File: src/rtl/voicemail_controller.sv
// Voicemail engine: records codec samples into fixed sample-memory slots and plays them
// back under command from the UI voicemail link.
module voicemail_controller #(
    parameter int unsigned MAX_MSGS  = 8,
    parameter int unsigned SLOT_BITS = 12
) (
    input  logic                 clk,
    input  logic                 reset,
    input  logic                 cf_present,
    input  logic [2:0]           voicemail_command,
    input  logic                 cmd_valid,
    input  logic [2:0]           sel_msg,
    input  logic                 ready,
    input  logic [15:0]          audio_in_data,
    output logic [15:0]          audio_out_data,
    output logic [SLOT_BITS+2:0] mem_addr,
    output logic [15:0]          mem_din,
    output logic                 mem_we,
    input  logic [15:0]          mem_dout,
    output logic [3:0]           voicemail_status,
    output logic [3:0]           msg_count,
    output logic                 cmd_err
);
    localparam int unsigned LenW = SLOT_BITS + 1;

    localparam logic [2:0] CmdNop     = 3'd0;
    localparam logic [2:0] CmdEnable  = 3'd1;
    localparam logic [2:0] CmdDisable = 3'd2;
    localparam logic [2:0] CmdRecord  = 3'd3;
    localparam logic [2:0] CmdStop    = 3'd4;
    localparam logic [2:0] CmdPlay    = 3'd5;
    localparam logic [2:0] CmdDelete  = 3'd6;

    typedef enum logic [2:0] {StNoCard, StDisabled, StIdle, StRecord, StPlay} state_e;

    state_e              state_q, state_d;
    logic                cf_meta_q, cf_sync_q;
    logic [7:0]          valid_q, valid_d;
    logic [LenW-1:0]     len_q [8];
    logic [LenW-1:0]     len_d [8];
    logic [2:0]          slot_q, slot_d;
    logic [LenW-1:0]     ptr_q, ptr_d;
    logic                mem_we_q, mem_we_d;
    logic [SLOT_BITS+2:0] mem_addr_q, mem_addr_d;
    logic [15:0]         mem_din_q, mem_din_d;
    logic [15:0]         audio_q, audio_d;
    logic                cmd_err_q, cmd_err_d;
    logic [1:0]          rd_pend_q, rd_pend_d;
    logic [1:0]          rd_last_q, rd_last_d;
    logic                play_done_q, play_done_d;

    logic [3:0]          count;
    logic [2:0]          free_slot;
    logic                full, stop, cmd_live;
    logic [SLOT_BITS+2:0] slot_addr;
    logic [LenW-1:0]     cur_len;

    // Occupancy and lowest-index free slot; scanning downwards leaves the lowest index last.
    always_comb begin
        count     = '0;
        free_slot = '0;
        for (int i = MAX_MSGS - 1; i >= 0; i--) begin
            count = count + 4'(valid_q[i]);
            if (!valid_q[i]) free_slot = 3'(i);
        end
    end

    assign full      = (count == 4'(MAX_MSGS));
    assign stop      = cmd_valid && (voicemail_command == CmdStop);
    assign cmd_live  = cmd_valid && (voicemail_command != CmdNop);
    assign slot_addr = {slot_q, ptr_q[SLOT_BITS-1:0]};
    assign cur_len   = len_q[slot_q];

    always_comb begin
        state_d     = state_q;
        valid_d     = valid_q;
        len_d       = len_q;
        slot_d      = slot_q;
        ptr_d       = ptr_q;
        mem_we_d    = 1'b0;
        mem_addr_d  = mem_addr_q;
        mem_din_d   = mem_din_q;
        audio_d     = audio_q;
        cmd_err_d   = 1'b0;
        rd_pend_d   = {rd_pend_q[0], 1'b0};
        rd_last_d   = {rd_last_q[0], 1'b0};
        play_done_d = play_done_q;

        if (!cf_sync_q) begin
            state_d = StNoCard;
            valid_d = '0;
        end else begin
            unique case (state_q)
                StNoCard: state_d = StDisabled;
                StDisabled: begin
                    if (cmd_live) begin
                        if (voicemail_command == CmdEnable) state_d = StIdle;
                        else cmd_err_d = 1'b1;
                    end
                end
                StIdle: begin
                    if (cmd_valid) begin
                        case (voicemail_command)
                            CmdNop, CmdStop: ;
                            CmdDisable: state_d = StDisabled;
                            CmdRecord: begin
                                if (full) begin
                                    cmd_err_d = 1'b1;
                                end else begin
                                    state_d = StRecord;
                                    slot_d  = free_slot;
                                    ptr_d   = '0;
                                end
                            end
                            CmdPlay: begin
                                if (valid_q[sel_msg]) begin
                                    state_d = StPlay;
                                    slot_d  = sel_msg;
                                    ptr_d   = '0;
                                end else begin
                                    cmd_err_d = 1'b1;
                                end
                            end
                            CmdDelete: begin
                                if (valid_q[sel_msg]) valid_d[sel_msg] = 1'b0;
                                else cmd_err_d = 1'b1;
                            end
                            default: cmd_err_d = 1'b1;
                        endcase
                    end
                end
                StRecord: begin
                    if (cmd_live && !stop) cmd_err_d = 1'b1;
                    if (stop) begin
                        state_d         = StIdle;
                        len_d[slot_q]   = ptr_q;
                        valid_d[slot_q] = (ptr_q != '0);
                    end else if (ready) begin
                        mem_we_d   = 1'b1;
                        mem_addr_d = slot_addr;
                        mem_din_d  = audio_in_data;
                        ptr_d      = ptr_q + LenW'(1);
                        // Last word of the slot: close the message at full length.
                        if (&ptr_q[SLOT_BITS-1:0]) begin
                            state_d         = StIdle;
                            len_d[slot_q]   = ptr_q + LenW'(1);
                            valid_d[slot_q] = 1'b1;
                        end
                    end
                end
                StPlay: begin
                    if (cmd_live && !stop) cmd_err_d = 1'b1;
                    if (stop || play_done_q) begin
                        state_d = StIdle;
                    end else if (ready && (ptr_q < cur_len)) begin
                        mem_addr_d   = slot_addr;
                        ptr_d        = ptr_q + LenW'(1);
                        rd_pend_d[0] = 1'b1;
                        rd_last_d[0] = ((ptr_q + LenW'(1)) == cur_len);
                    end
                end
                default: state_d = StNoCard;
            endcase
        end

        // Two-stage read pipeline: address out, then memory data captured to the codec.
        if (state_d != StPlay) begin
            rd_pend_d   = '0;
            rd_last_d   = '0;
            play_done_d = 1'b0;
            audio_d     = '0;
        end else if (rd_pend_q[1]) begin
            audio_d = mem_dout;
            if (rd_last_q[1]) play_done_d = 1'b1;
        end
    end

    always_ff @(posedge clk or posedge reset) begin
        if (reset) begin
            cf_meta_q   <= 1'b0;
            cf_sync_q   <= 1'b0;
            state_q     <= StNoCard;
            valid_q     <= '0;
            for (int i = 0; i < 8; i++) len_q[i] <= '0;
            slot_q      <= '0;
            ptr_q       <= '0;
            mem_we_q    <= 1'b0;
            mem_addr_q  <= '0;
            mem_din_q   <= '0;
            audio_q     <= '0;
            cmd_err_q   <= 1'b0;
            rd_pend_q   <= '0;
            rd_last_q   <= '0;
            play_done_q <= 1'b0;
        end else begin
            cf_meta_q   <= cf_present;
            cf_sync_q   <= cf_meta_q;
            state_q     <= state_d;
            valid_q     <= valid_d;
            len_q       <= len_d;
            slot_q      <= slot_d;
            ptr_q       <= ptr_d;
            mem_we_q    <= mem_we_d;
            mem_addr_q  <= mem_addr_d;
            mem_din_q   <= mem_din_d;
            audio_q     <= audio_d;
            cmd_err_q   <= cmd_err_d;
            rd_pend_q   <= rd_pend_d;
            rd_last_q   <= rd_last_d;
            play_done_q <= play_done_d;
        end
    end

    always_comb begin
        unique case (state_q)
            StNoCard:   voicemail_status = 4'd0;
            StDisabled: voicemail_status = 4'd1;
            StIdle:     voicemail_status = full ? 4'd5 : 4'd2;
            StRecord:   voicemail_status = 4'd3;
            StPlay:     voicemail_status = 4'd4;
            default:    voicemail_status = 4'd0;
        endcase
    end

    assign msg_count      = count;
    assign audio_out_data = audio_q;
    assign mem_addr       = mem_addr_q;
    assign mem_din        = mem_din_q;
    assign mem_we         = mem_we_q;
    assign cmd_err        = cmd_err_q;
endmodule

File: config.mk
export PLATFORM = sky130hd
export DESIGN_NAME = voicemail_controller
export DESIGN_NICKNAME = d
export VERILOG_FILES = /design/src/rtl/voicemail_controller.sv
export SDC_FILE = /design/constraint.sdc
export NUM_CORES = 1
export LEC_CHECK = 0
export ABC_CLOCK_PERIOD_IN_PS = 7000
export CAP_MARGIN = 10
export CORE_MARGIN = 1.5
export CORE_UTILIZATION = 24
export DETAILED_ROUTE_END_ITERATION = 8
export GPL_TIMING_DRIVEN = 1
export SLEW_MARGIN = 20
export SYNTH_ARGS = -nofsm -noshare
export SYNTH_HDL_FRONTEND = slang
export SYNTH_SLANG_ARGS = --single-unit
File: constraint.sdc
create_clock -name clk -period 7 [get_ports clk]
set_input_delay 0.7 -clock clk [delete_from_list [all_inputs] [get_ports clk]]
set_output_delay 0.7 -clock clk [all_outputs]
set_load 0.02 [all_outputs]
==> results.yml, run 1 <==
power_and_ir_drop:
  clockPowerShare_pct: 42.2
  comb_power_share_pct: 11.0
  total_power_mw: 2.52
  vdd_ir_drop_max_mv: 0.171
  swShare_pct: 25.5
  p_leak_nw: 4.81
  power_frac_seq_pct: 46.8
  p_int_mw: 1.88
  switchingPower_mw: 0.641
  powerDensity_mw_per_mm2: 213
floorplanning:
  dieArea_mm2: 0.0420
  die_w_um: 205
  die_y_um: 205
  io_pins: 100
  start_util_pct: 24.5
  num_rows: 73
  coreArea_mm2: 0.0400
setup_path:
  crit_required_ps: 6300
  critPathCaptureType: "output port"
  crit_type: "register to output port"
  critical_path_arrival_ps: 4480
  crit_fanout: 6
  crit_path_start_kind: "register"
detailed_routing:
  wl_per_cell_um: 16.8
  viasPerCell: 4.80
  wl_mm: 27.1
  drc: 0
  ant_nets: 0
  dr.pass1.iters: 5
  vias: 7756
  initialDrtViolationCount: 655
place:
  port_buffers: 98
  dp_hpwl_mm: 18.8
  gp_congestion: 0.845
yosys:
  syn_area_per_cell_um2: 9.59
  yosysWarnings: 0
  synth_area_mm2: 0.00979
  synth_top_cell_by_area: "dfrtp_1"
  synth_nets: 1086
  synthFlopType: "dfrtp_1"
  synth_enable_flop_cells: 0
  synthCells: 1021
  ys_async_sr_fraction_pct: 100
  synth_top_area_share_pct: 47.8
  synth_area_leaders: "dfrtp_1 (48%), nor2_1 (6.0%), a21oi_1 (5.9%)"
  ys_seq_area_share_pct: 47.8
  ys_types: 82
  ys_ff_latch: 187
sta:
  min_period_over_period_pct: 74.0
  max_freq_mhz: 193
  rsz0062_at_grt: "false"
  setup_tns_ps: 0
  worstMarginPinSlew_ps: 1090
  final_max_slew_viol_count: 0
  clock-skew-final_ps: 10.7
  final_hold_viol_count: 0
  post-route-min-period_ps: 5180
  relSlewSlack_pct: 27.6
  setup_viol: 0
clock_tree:
  cts-htree-levels: 4
  cts_buffers: 17
  cts.path.max_buffers: 2
  ctsHoldBuffers: 0
  cts.repair.resized: 0
  clock-root-buffer: "clkbuf_16"
  path_clk_slew_ps: 70
  clock_latency_ps: 440
  post_cts_buffers: 0
  tritoncts: "built"
  cts_num_sinks: 187
grt:
  grt_pass1_wl_mm: 43.6
  gr-total-overflow: 0
  antenna_found_initial: 0
  grt_start_max_net_pins: 129
  track_usage_pct: 13.2
  grt_pass1_vias: 7645
flow_run:
  maxCapViolCount: 0
final_layout:
  nNetsFinal: 1143
  fill_cells: 4165
  area_growth_pct: 21.1
  diodes: 0
  drive_gt1_share_pct: 7.61
outcome:
  status: "finished clean"
worst_hold_path:
  hold_path_class: "register to register"
critical path, stage by stage, from the launching register on:
cell	delay (ps)
dfrtp_1	450
fa_1	560
inv_1	50
fa_1	490
fa_1	410
inv_1	70
ha_1	160
inv_1	60
fa_1	510
nand4b_1	250
o21ai_0	350
clkdlybuf4s50_1	690
cell type report:
| class | instances | area, µm² | share of cell area, % |
|---|---|---|---|
| clock inverter | 11 | 183 | 1.54 |
| clock buffer | 20 | 457 | 3.85 |
| timing repair buffer | 108 | 1060 | 8.91 |
| sequential | 187 | 4680 | 39.5 |
| inverter | 29 | 116 | 0.982 |
| tap | 525 | 657 | 5.54 |
| multi-input combinational | 735 | 4700 | 39.7 |
sequential cells by signal, summed over array words and instances (netlist names):
signal,cells
mem_din,16
play_done_q,1
mem_addr,15
cf_meta_q,1
valid_q,8
ptr_q,13
state_q,3
rd_pend_q,2
cf_sync_q,1
rd_last_q,2
mem_we,1
audio_out_data,16
cmd_err,1
slot_q,3
len_q,104
stage by stage:
| stage | setup WS (ps) | utilization [%] | area [µm²] | hold slack (ps) | std cells |
|---|---|---|---|---|---|
| CTS | 1540 | 29.6 | 11800 | 358 | 1615 |
| global route | 1630 | 29.6 | 11900 | 369 | 1615 |
| detailed placement | 1580 | 28.0 | 11200 | 351 | 1584 |
| finish | 1820 | 29.6 | 11900 | 356 | 1615 |
| floorplan | 1210 | - | 9790 | 331 | 1021 |
| global placement | 1780 | 28.0 | 11200 | 339 | 1584 |
placed cells by master (no fill, tap or decap), drive strengths merged, types with 11 or more instances in the layout:
master           n
dfrtp          187
nor2           161
a21oi          115
clkdlybuf4s50   98
nand2           90
mux2i           42
mux2            33
inv             31
o21ai           29
nand3           26
xnor2           24
clkbuf          20
ha              18
nor2b           12
a22o            11
a221oi          11
synth_stat cells (4+ instances only):
master	instances
dfrtp_1	187
nor2_1	156
a21oi_1	115
nand2_1	90
mux2i_1	42
buf_2	36
o21ai_0	27
inv_1	26
nand3_1	26
clkbuf_1	25
xnor2_1	24
ha_1	18
mux2_1	17
mux2_2	16
nor2b_1	12
a22o_1	11
o31ai_1	10
xor2_1	10
a221oi_1	9
nor3_1	9
nand4_1	8
a22oi_1	7
and3_1	6
nand2b_1	6
a211oi_1	5
a31oi_1	5
nor2_2	5
o211ai_1	5
o22ai_1	5
or3_1	5
a32o_1	4
a32oi_1	4
buf_1	4
fa_1	4
o22a_1	4
path summary, 6_finish.rpt:
check	startpoint	end	slack, ps	cells after the start
worst min register to register	cf_meta_q	cf_sync_q	360	0
worst min-delay path	cf_meta_q	cf_sync_q	360	0
worst max register to register	valid_q[0]	mem_addr[8]	1860	13
max in group asynchronous	reset	slot_q[0]	4750	3
min in group asynchronous	reset	mem_din[0]	850	2
worst max-delay path	valid_q[0]	voicemail_status[2]	1820	11
layer usage:
layer | part of all wire (%) | GRT usage [%] | up-vias
li1 | - | - | 3705
met2 | 47 | 21.2 | 218
met3 | 5.4 | 2.53 | 28
met4 | 1.5 | 3.52 | 0
met1 | 46 | 18.1 | 3805
met5 | 0 | 0 | -
power by group through the flow:
stage	Sequential (mW)	Clock (mW)	Combinational, mW
after floorplan	1.20	0	0.161
after global placement	1.20	0	0.275
after global routing	1.19	1.12	0.308
final	1.18	1.06	0.278
after detailed placement	1.20	0	0.280
after CTS	1.18	1.08	0.281
kinds of logic after synthesis:
family          after synthesis  synth area share [%]
simple gates                356                  16.7
compound gates              245                  16.2
flops                       187                  47.8
fa+ha+maj                    22                  3.12
other cells                   1                0.0383
buf+inv                      99                  4.53
mux                          77                  8.55
xor+xnor                     34                  3.04
(Power assumes the default switching activity.)
==> inputs of run 2 (changes only) <==
--- a/config.mk
+++ b/config.mk
@@ -5,7 +5,7 @@
 export SDC_FILE = /design/constraint.sdc
 export NUM_CORES = 1
 export LEC_CHECK = 0
-export ABC_CLOCK_PERIOD_IN_PS = 7000
+export ABC_CLOCK_PERIOD_IN_PS = 5000
 export CAP_MARGIN = 10
 export CORE_MARGIN = 1.5
 export CORE_UTILIZATION = 24
==> constraint.sdc (replaced) <==
create_clock -name clk -period 5 [get_ports clk]
set_input_delay 0.5 -clock clk [delete_from_list [all_inputs] [get_ports clk]]
set_output_delay 0.5 -clock clk [all_outputs]
set_load 0.02 [all_outputs]
==> run 2 against run 1 <==
  * Global-route usage fell by 0.087 points
  * Clock power is 23% higher
  * Setup slack worse by 1600 ps
  * Final cell count rose by 0.80%
  * Utilization rose by 0.072 points
  * Critical path type unchanged
  * Largest power group unchanged
  * Combinational power rose by 41%
  * Routed wire length fell by 1.0%
  * Count of clock-buffer cells in the layout unchanged
==> results.yml, run 2 (synthesis results as in run 1) <==
outcome:
  status: "finished clean"
clock_tree:
  ctsHoldBuffers: 0
  path_clk_slew_ps: 70
  clock_latency_ps: 430
  cts-htree-levels: 4
  cts_num_sinks: 187
  tritoncts: "built"
  clock-root-buffer: "clkbuf_16"
  cts_buffers: 17
  cts.path.max_buffers: 2
final_layout:
  diodes: 0
  largest_reg_flops: 104
  drive_gt1_share_pct: 8.52
  multi_input_area_mm2: 0.00470
  final_cell_area_mm2: 0.0119
  fin_cells: 1628
  final_cell_mix: "dfrtp_1 (186), nor2_1 (156), a21oi_1 (115), clkdlybuf4s50_1 (97), nand2_1 (90)"
  final_common_cell: "dfrtp_1"
  fill_cells: 4146
  area_growth_pct: 21.4
  seqCellArea_mm2: 0.00468
  nNetsFinal: 1156
  top_register: "len_q"
setup_path:
  reg2reg_to: "mem_addr[14]"
  r2r-start: "slot_q[1]"
  crit_path_start_kind: "register"
  crit_type: "register to output port"
  crit_required_ps: 4500
  ff2ff_path_depth: 13
  critical_path_arrival_ps: 4240
  crit_fanout: 6
  critPathCaptureType: "output port"
  r2r_slack_ps: 660
place:
  dp_cells: 1596
  dp_hpwl_mm: 19.1
  port_buffers: 98
  placed_cell_area_mm2: 0.0113
  gp_congestion: 0.870
  post-place-ws_ps: 490
sta:
  relSlewSlack_pct: 39.7
  max_freq_mhz: 211
  setup_viol: 0
  setup_tns_ps: 0
  min_period_over_period_pct: 94.8
  rsz0062_at_grt: "false"
  post-route-min-period_ps: 4740
  setup_slack_ps: 262
  final_hold_viol_count: 0
  final_max_slew_viol_count: 0
  clock-skew-final_ps: 10.8
  worstMarginPinSlew_ps: 905
flow_run:
  maxCapViolCount: 0
power_and_ir_drop:
  powerDensity_mw_per_mm2: 281
  vdd_ir_drop_max_mv: 0.255
  total_power_mw: 3.34
  p_leak_nw: 4.85
floorplanning:
  dieArea_mm2: 0.0420
  start_util_pct: 24.5
  die_y_um: 205
  num_rows: 73
  coreArea_mm2: 0.0400
  io_pins: 100
  die_w_um: 205
detailed_routing:
  viasPerCell: 4.75
  vias: 7727
  dr.pass1.iters: 5
  ant_nets: 0
  initialDrtViolationCount: 582
  drc: 0
  wl_mm: 26.8
  wl_per_cell_um: 16.5
grt:
  grt_pass1_wl_mm: 43.5
  grt_start_max_net_pins: 80
  gr-total-overflow: 0
  antenna_found_initial: 0
  track_usage_pct: 13.1
  grt_pass1_vias: 7674
worst_hold_path:
  worstHoldPathCells: 0
  min_from: "cf_meta_q"
  whs_endpoint: "cf_sync_q"
  hold_path_class: "register to register"
==> run 2: report_power, final <==
part	switching, mW	internal (mW)
sequential	0.0551	1.59
clock	0.606	0.693
combinational	0.222	0.170
total	0.882	2.45
==> run 2: metrics by stage <==
| step | util, % | hold slack, ps |
|---|---|---|
| CTS | 29.6 | 372 |
| finish | 29.7 | 371 |
| global placement | 28.2 | 335 |
| detailed placement | 28.2 | 350 |
| floorplan | - | 331 |
| global route | 29.7 | 386 |
==> run 2: how the worst max path moves through the flow <==
stage / slack [ps] / to / cells past startpoint / start
global placement: 540 / voicemail_status[2] / 11 / valid_q[0]
detailed placement: 490 / voicemail_status[1] / 12 / valid_q[0]
CTS: 1 / voicemail_status[1] / 12 / valid_q[0]
finish: 260 / voicemail_status[2] / 13 / valid_q[0]
floorplan: 990 / mem_addr[6] / 15 / valid_q[0]
global route: 50 / voicemail_status[2] / 13 / valid_q[0]
==> run 2: area by class of cell <==
| type | instances | area share (%) |
|---|---|---|
| tap | 525 | 5.53 |
| clock buffer | 20 | 3.68 |
| sequential | 187 | 39.4 |
| clock inverter | 11 | 0.948 |
| inverter | 29 | 0.948 |
| multi-input combinational | 735 | 39.6 |
| timing repair buffer | 121 | 9.94 |
==> run 2: metal layers <==
| metal | part of all wire [%] | wire [µm] | track usage [%] |
|---|---|---|---|
| met1 | 46 | 12300 | 17.6 |
| met2 | 47 | 12700 | 21.0 |
| met3 | 4.8 | 1300 | 2.23 |
| met4 | 2.3 | 614 | 5.01 |
| met5 | 0 | 0 | 0 |
==> run 2: worst max-delay path, stage by stage, from the launching register on <==
cell	delay, ps
dfrtp_1	450
fa_1	560
inv_1	50
fa_1	490
fa_1	410
inv_1	70
ha_1	160
inv_1	60
fa_1	390
nor2_1	100
nand4b_1	100
buf_4	170
o21ai_1	140
clkdlybuf4s50_1	640
==> run 2: what timing repair did <==
action                     in CTS  in global routing
setup endpoints to repair       0                  3
setup buffers                   0                  1
resized for setup               0                  4
